## src/rtl/cordic_scheduler.sv

```systemverilog
// Shares one rectangular-to-polar CORDIC across all channels of a frame; results are gathered in order.
// Define CORDIC_SCHED_TIMEOUT_EN to enable the stall watchdog and its sticky timeout_out flag.
module cordic_scheduler #(
  parameter int CHANNELS       = 4,
  parameter int DATA_WIDTH     = 32,
  parameter int TIMEOUT_CYCLES = 1024
) (
  input  logic                           clk_in,
  input  logic                           rst_in_n,
  input  logic [CHANNELS*DATA_WIDTH-1:0] data_in,
  input  logic                           valid_in,
  output logic                           ready_out,
  output logic [DATA_WIDTH-1:0]          cordic_tdata,
  output logic                           cordic_tvalid,
  input  logic                           cordic_tready,
  input  logic [DATA_WIDTH-1:0]          cordic_dout_tdata,
  input  logic                           cordic_dout_tvalid,
  output logic [DATA_WIDTH-1:0]          data_out [CHANNELS-1:0],
  output logic                           valid_out,
  output logic                           timeout_out
);

  localparam int IDX_W = (CHANNELS > 1) ? $clog2(CHANNELS) : 1;
  localparam int CNT_W = $clog2(CHANNELS + 1);
  localparam logic [IDX_W-1:0] LAST_IDX = IDX_W'(CHANNELS - 1);
  localparam logic [CNT_W-1:0] FULL_CNT = CNT_W'(CHANNELS);

  typedef enum logic [1:0] {S_IDLE, S_ISSUE, S_DRAIN, S_DONE} state_t;

  state_t                r_state;
  state_t                w_next;
  logic                  r_ready;
  logic                  r_valid;
  logic [IDX_W-1:0]      r_issue_idx;
  logic [CNT_W-1:0]      r_result_cnt;
  logic [DATA_WIDTH-1:0] r_buf    [CHANNELS];
  logic [DATA_WIDTH-1:0] r_shadow [CHANNELS];

  logic w_accept;
  logic w_issue_hs;
  logic w_last_issue;
  logic w_capture;
  logic w_frame_done;
  logic w_abort;

  assign w_accept     = valid_in && r_ready && (r_state == S_IDLE);
  assign w_issue_hs   = (r_state == S_ISSUE) && cordic_tready;
  assign w_last_issue = w_issue_hs && (r_issue_idx == LAST_IDX);
  // Results outside ISSUE/DRAIN (stray or from a discarded frame) are dropped.
  assign w_capture    = cordic_dout_tvalid && (r_result_cnt < FULL_CNT) &&
                        ((r_state == S_ISSUE) || (r_state == S_DRAIN));
  assign w_frame_done = (r_result_cnt == FULL_CNT);

`ifdef CORDIC_SCHED_TIMEOUT_EN
  localparam int TO_W = $clog2(TIMEOUT_CYCLES + 1);

  logic [TO_W-1:0] r_to_cnt;
  logic            r_timeout;
  logic            w_active;
  logic            w_event;

  assign w_active = (r_state == S_ISSUE) || (r_state == S_DRAIN);
  assign w_event  = w_issue_hs || w_capture;
  // Abort on the edge that would complete TIMEOUT_CYCLES consecutive cycles without progress.
  assign w_abort  = w_active && !w_event && (r_to_cnt == TO_W'(TIMEOUT_CYCLES - 1));

  always_ff @(posedge clk_in or negedge rst_in_n) begin
    if (!rst_in_n) begin
      r_to_cnt  <= '0;
      r_timeout <= 1'b0;
    end else begin
      if (!w_active || w_event) r_to_cnt <= '0;
      else                      r_to_cnt <= r_to_cnt + 1'b1;
      if (w_abort) r_timeout <= 1'b1;
    end
  end

  assign timeout_out = r_timeout;
`else
  assign w_abort     = 1'b0;
  assign timeout_out = 1'b0;
`endif

  always_ff @(posedge clk_in or negedge rst_in_n) begin
    if (!rst_in_n) r_state <= S_IDLE;
    else           r_state <= w_next;
  end

  always_comb begin
    w_next = r_state;
    case (r_state)
      S_IDLE:  if (w_accept) w_next = S_ISSUE;
      S_ISSUE: begin
        if (w_abort)           w_next = S_IDLE;
        else if (w_frame_done) w_next = S_DONE;
        else if (w_last_issue) w_next = S_DRAIN;
      end
      S_DRAIN: begin
        if (w_abort)           w_next = S_IDLE;
        else if (w_frame_done) w_next = S_DONE;
      end
      S_DONE:  w_next = S_IDLE;
      default: w_next = S_IDLE;
    endcase
  end

  always_comb begin
    cordic_tvalid = (r_state == S_ISSUE);
    cordic_tdata  = r_buf[r_issue_idx];
  end

  // Registered outputs are loaded from the next state so they line up with the state they describe.
  always_ff @(posedge clk_in or negedge rst_in_n) begin
    if (!rst_in_n) begin
      r_ready <= 1'b0;
      r_valid <= 1'b0;
      for (int k = 0; k < CHANNELS; k++) data_out[k] <= '0;
    end else begin
      r_ready <= (w_next == S_IDLE);
      r_valid <= (w_next == S_DONE);
      if (w_next == S_DONE) begin
        for (int k = 0; k < CHANNELS; k++) data_out[k] <= r_shadow[k];
      end
    end
  end

  assign ready_out = r_ready;
  assign valid_out = r_valid;

  always_ff @(posedge clk_in or negedge rst_in_n) begin
    if (!rst_in_n) begin
      r_issue_idx  <= '0;
      r_result_cnt <= '0;
    end else if (w_accept) begin
      r_issue_idx  <= '0;
      r_result_cnt <= '0;
    end else begin
      if (w_issue_hs) r_issue_idx  <= r_issue_idx + 1'b1;
      if (w_capture)  r_result_cnt <= r_result_cnt + 1'b1;
    end
  end

  // Frame and shadow buffers are pure data and carry no reset.
  always_ff @(posedge clk_in) begin
    if (w_accept) begin
      for (int k = 0; k < CHANNELS; k++) r_buf[k] <= data_in[k*DATA_WIDTH +: DATA_WIDTH];
    end
    if (w_capture) r_shadow[r_result_cnt[IDX_W-1:0]] <= cordic_dout_tdata;
  end

endmodule

```

## config.mk

```make
export PLATFORM = sky130hd
export DESIGN_NAME = cordic_scheduler
export DESIGN_NICKNAME = d
export VERILOG_FILES = /design/src/rtl/cordic_scheduler.sv
export SDC_FILE = /design/constraint.sdc
export NUM_CORES = 1
export LEC_CHECK = 0
export CORE_MARGIN = 2
export CORE_UTILIZATION = 32
export CTS_BUF_LIST = sky130_fd_sc_hd__clkbuf_16
export DETAILED_ROUTE_END_ITERATION = 10
export PLACE_DENSITY = 0.61
export SLEW_MARGIN = 0
export SYNTH_ARGS = -nofsm -noshare
export SYNTH_HDL_FRONTEND = slang
export SYNTH_SLANG_ARGS = --single-unit
```

## constraint.sdc

```tcl
create_clock -name clk_in -period 5.1 [get_ports clk_in]
set_input_delay 1.02 -clock clk_in [delete_from_list [all_inputs] [get_ports clk_in]]
set_output_delay 1.02 -clock clk_in [all_outputs]
set_load 0.05 [all_outputs]
```

==> impl_metrics.ini <==
[outcome]
status = completed

[global_route]
grt_pass1_wl_um = 47200
grt_start_max_net_pins = 130
grt_pass1_vias = 7556
grt_use_total_pct = 14.3
grt.overflow.total = 0
antenna_found_initial = 2

[yosys]
netlist.area_leader.share_pct = 55.7
yosysSeqAreaShare_pct = 80.5
ys.flop_type = edfxtp_1
avgSynthCellArea_um2 = 22.1
netlist_area_um2 = 13800
synthTopCellsByCount = edfxtp_1, dfrtp_1, mux2_2, mux4_2, buf_6
synth_async_sr_flop_share_pct = 34.9
yosys_warnings = 0
netlist_instances = 625
synth.distinct_cells = 29
yosys.area.top_type = edfxtp_1
synth_edf_count = 256
syn_nets = 799
synthTopCellsByArea = edfxtp_1, dfrtp_1, mux2_2
ys_ff_latch = 393
yosysMostFrequentCell = edfxtp_1

[cts]
clk_transition_reported_paths_ps = 60
cts_sinks = 393
ctsHoldBuffers = 0
clk_latency_ps = 570
cts-root-buf = clkbuf_16
cts_buffers = 43
post_cts_buffers = 0
ctsResizeCount = 0
cts_max_level = 2
cts_tree = yes
cts_buffer_depth = 3

[layout]
fin_cells = 1564
drive_gt1_share_pct = 24.3
fin_nets = 1156
area_growth_pct = 38.8

[timing]
finalHoldViolCount = 0
period_share_pct = 77.2
whs_ps = 470
slew_headroom_pct = 29.8
setup-tns-final_ps = 0
slew_violations = 0
rsz0062_at_grt = no
setup_viol = 0
max_freq_mhz = 254
worst_slew_pin_slew_ps = 1050
fin_crit_ps = 3940
fin_worst_skew_ps = 21.7
timing.final.ws_setup_ps = 1160

[critical_path]
cp.arrival_ps = 2920
crit_family = buffers and inverters
cp-startpoint = r_issue_idx[0]
crit_buf_inv = 2
worstPathMaxFanout = 19
start_kind = flip-flop
end_kind = output pin
worstReg2RegStart = r_issue_idx[1]
path_cells = buf_12 -> mux4_2 -> clkdlybuf4s50_1
criticalPathCategory = flip-flop to output pin
max_stage_delay_ps = 840
slowest_stage = dfrtp_2
required_ps = 4080

[placement]
pre_cts_ws_ps = 1660
place_congestion = 0.778
dp_hpwl_um = 21000
placedCellCount = 1483
port_buffers = 327

[pwr]
p_per_area_nw_per_um2 = 708
ir_drop_uv = 516
cellLeakagePower_nw = 7.01

[routing]
drc = 0
vias_per_cell = 4.44
ant_nets = 0
wl_per_cell_um = 20.4
drtIter0Drc = 418
totalWireLength_um = 31800
vias = 6942
firstDrtPassIters = 4

[floorplanning]
num_io_pins = 329
core.rowCount = 76
core_area_um2 = 42800
die_width_um = 212
start_util_pct = 32.3
die_h_um = 212
die-area_um2 = 44800

[worst_hold_path]
hp-class = flip-flop to flip-flop
hp-start = r_shadow[0][14]

[run]
drv_cap = 0
## per-stage QoR
step / utilization (%) / cell area (um2) / total power [mW]
6_report: 44.8 / 19200 / 13.6
2_1_floorplan: - / 13800 / 8.51
5_1_grt: 44.8 / 19200 / 14.1
4_1_cts: 44.8 / 19200 / 13.8
3_3_place_gp: 41.4 / 17700 / 10.5
3_5_place_dp: 41.4 / 17700 / 10.5
## state kept, by name, summed over array words and instances, names as in the netlist
| register | flops |
|---|---|
| data_out | 128 |
| ready_out | 1 |
| r_buf | 128 |
| r_shadow | 128 |
| valid_out | 1 |
| r_issue_idx | 2 |
| r_result_cnt | 3 |
| r_state | 2 |
## routing by layer
| metal | GRT usage, % | share of wire, % | vias up |
|---|---|---|---|
| met1 | 17.5 | 41 | 3585 |
| met4 | 5.12 | 2.8 | 0 |
| li1 | - | - | 3135 |
| met5 | 0 | 0 | - |
| met2 | 24.6 | 51 | 162 |
| met3 | 3.59 | 5.2 | 60 |
## cell type report
class                           count  area (um2)
Sequential cell                   393       11100
Clock inverter                     35         335
Tap cell                          546         683
Fill cell                        3679       23600
Inverter                            5        18.8
Clock buffer                       45        1130
Timing Repair Buffer              336        3380
Antenna cell                        1        2.50
Multi-Input combinational cell    203        2500
## worst paths after layout
check | slack [ps] | depth (start not counted) | end
worst max-delay path | 1160 | 3 | cordic_tdata[12]
worst min-delay path | 470 | 1 | data_out[14]
worst max register to register | 1840 | 7 | data_out[57]
worst min register to register | 470 | 1 | data_out[14]
max in group asynchronous | 3430 | 2 | data_out[93]
min in group asynchronous | 530 | 1 | data_out[84]
## placed cells by master, fill, tap and decap left out, drive strengths merged, types with 2 or more instances in the layout
cell type / netlist / final
a211oi: 2 / 2
mux4: 32 / 32
buf: 18 / 10
dfrtp: 137 / 137
clkinv: 0 / 16
bufinv: 0 / 6
mux2: 128 / 128
ha: 9 / 9
a21oi: 2 / 2
nor2: 7 / 7
edfxtp: 256 / 256
nand2: 4 / 4
and2: 4 / 4
nand3: 2 / 2
inv: 5 / 17
clkdlybuf4s50: 0 / 326
clkbuf: 6 / 45
## cells by family (layout without fill, tap and decap cells)
group                      count (synthesis)  after routing  share of synthesized area [%]
buffers and inverters                     29            421                           1.53
xor gates and xnor gates                   2              2                          0.127
DFF                                      393            393                           80.5
and+or+nand+nor                           23             23                          0.888
adders and majority gates                  9              9                          0.815
AOI/OAI and AO/OA                          7              7                          0.399
muxes                                    161            161                           15.7
other                                      1              2                         0.0272
## power by group
group | internal, mW | switching (mW)
Combinational | 2.06 | 3.54
Sequential | 4.36 | 0.426
Clock | 1.91 | 1.27
(Power assumes the default switching activity.)
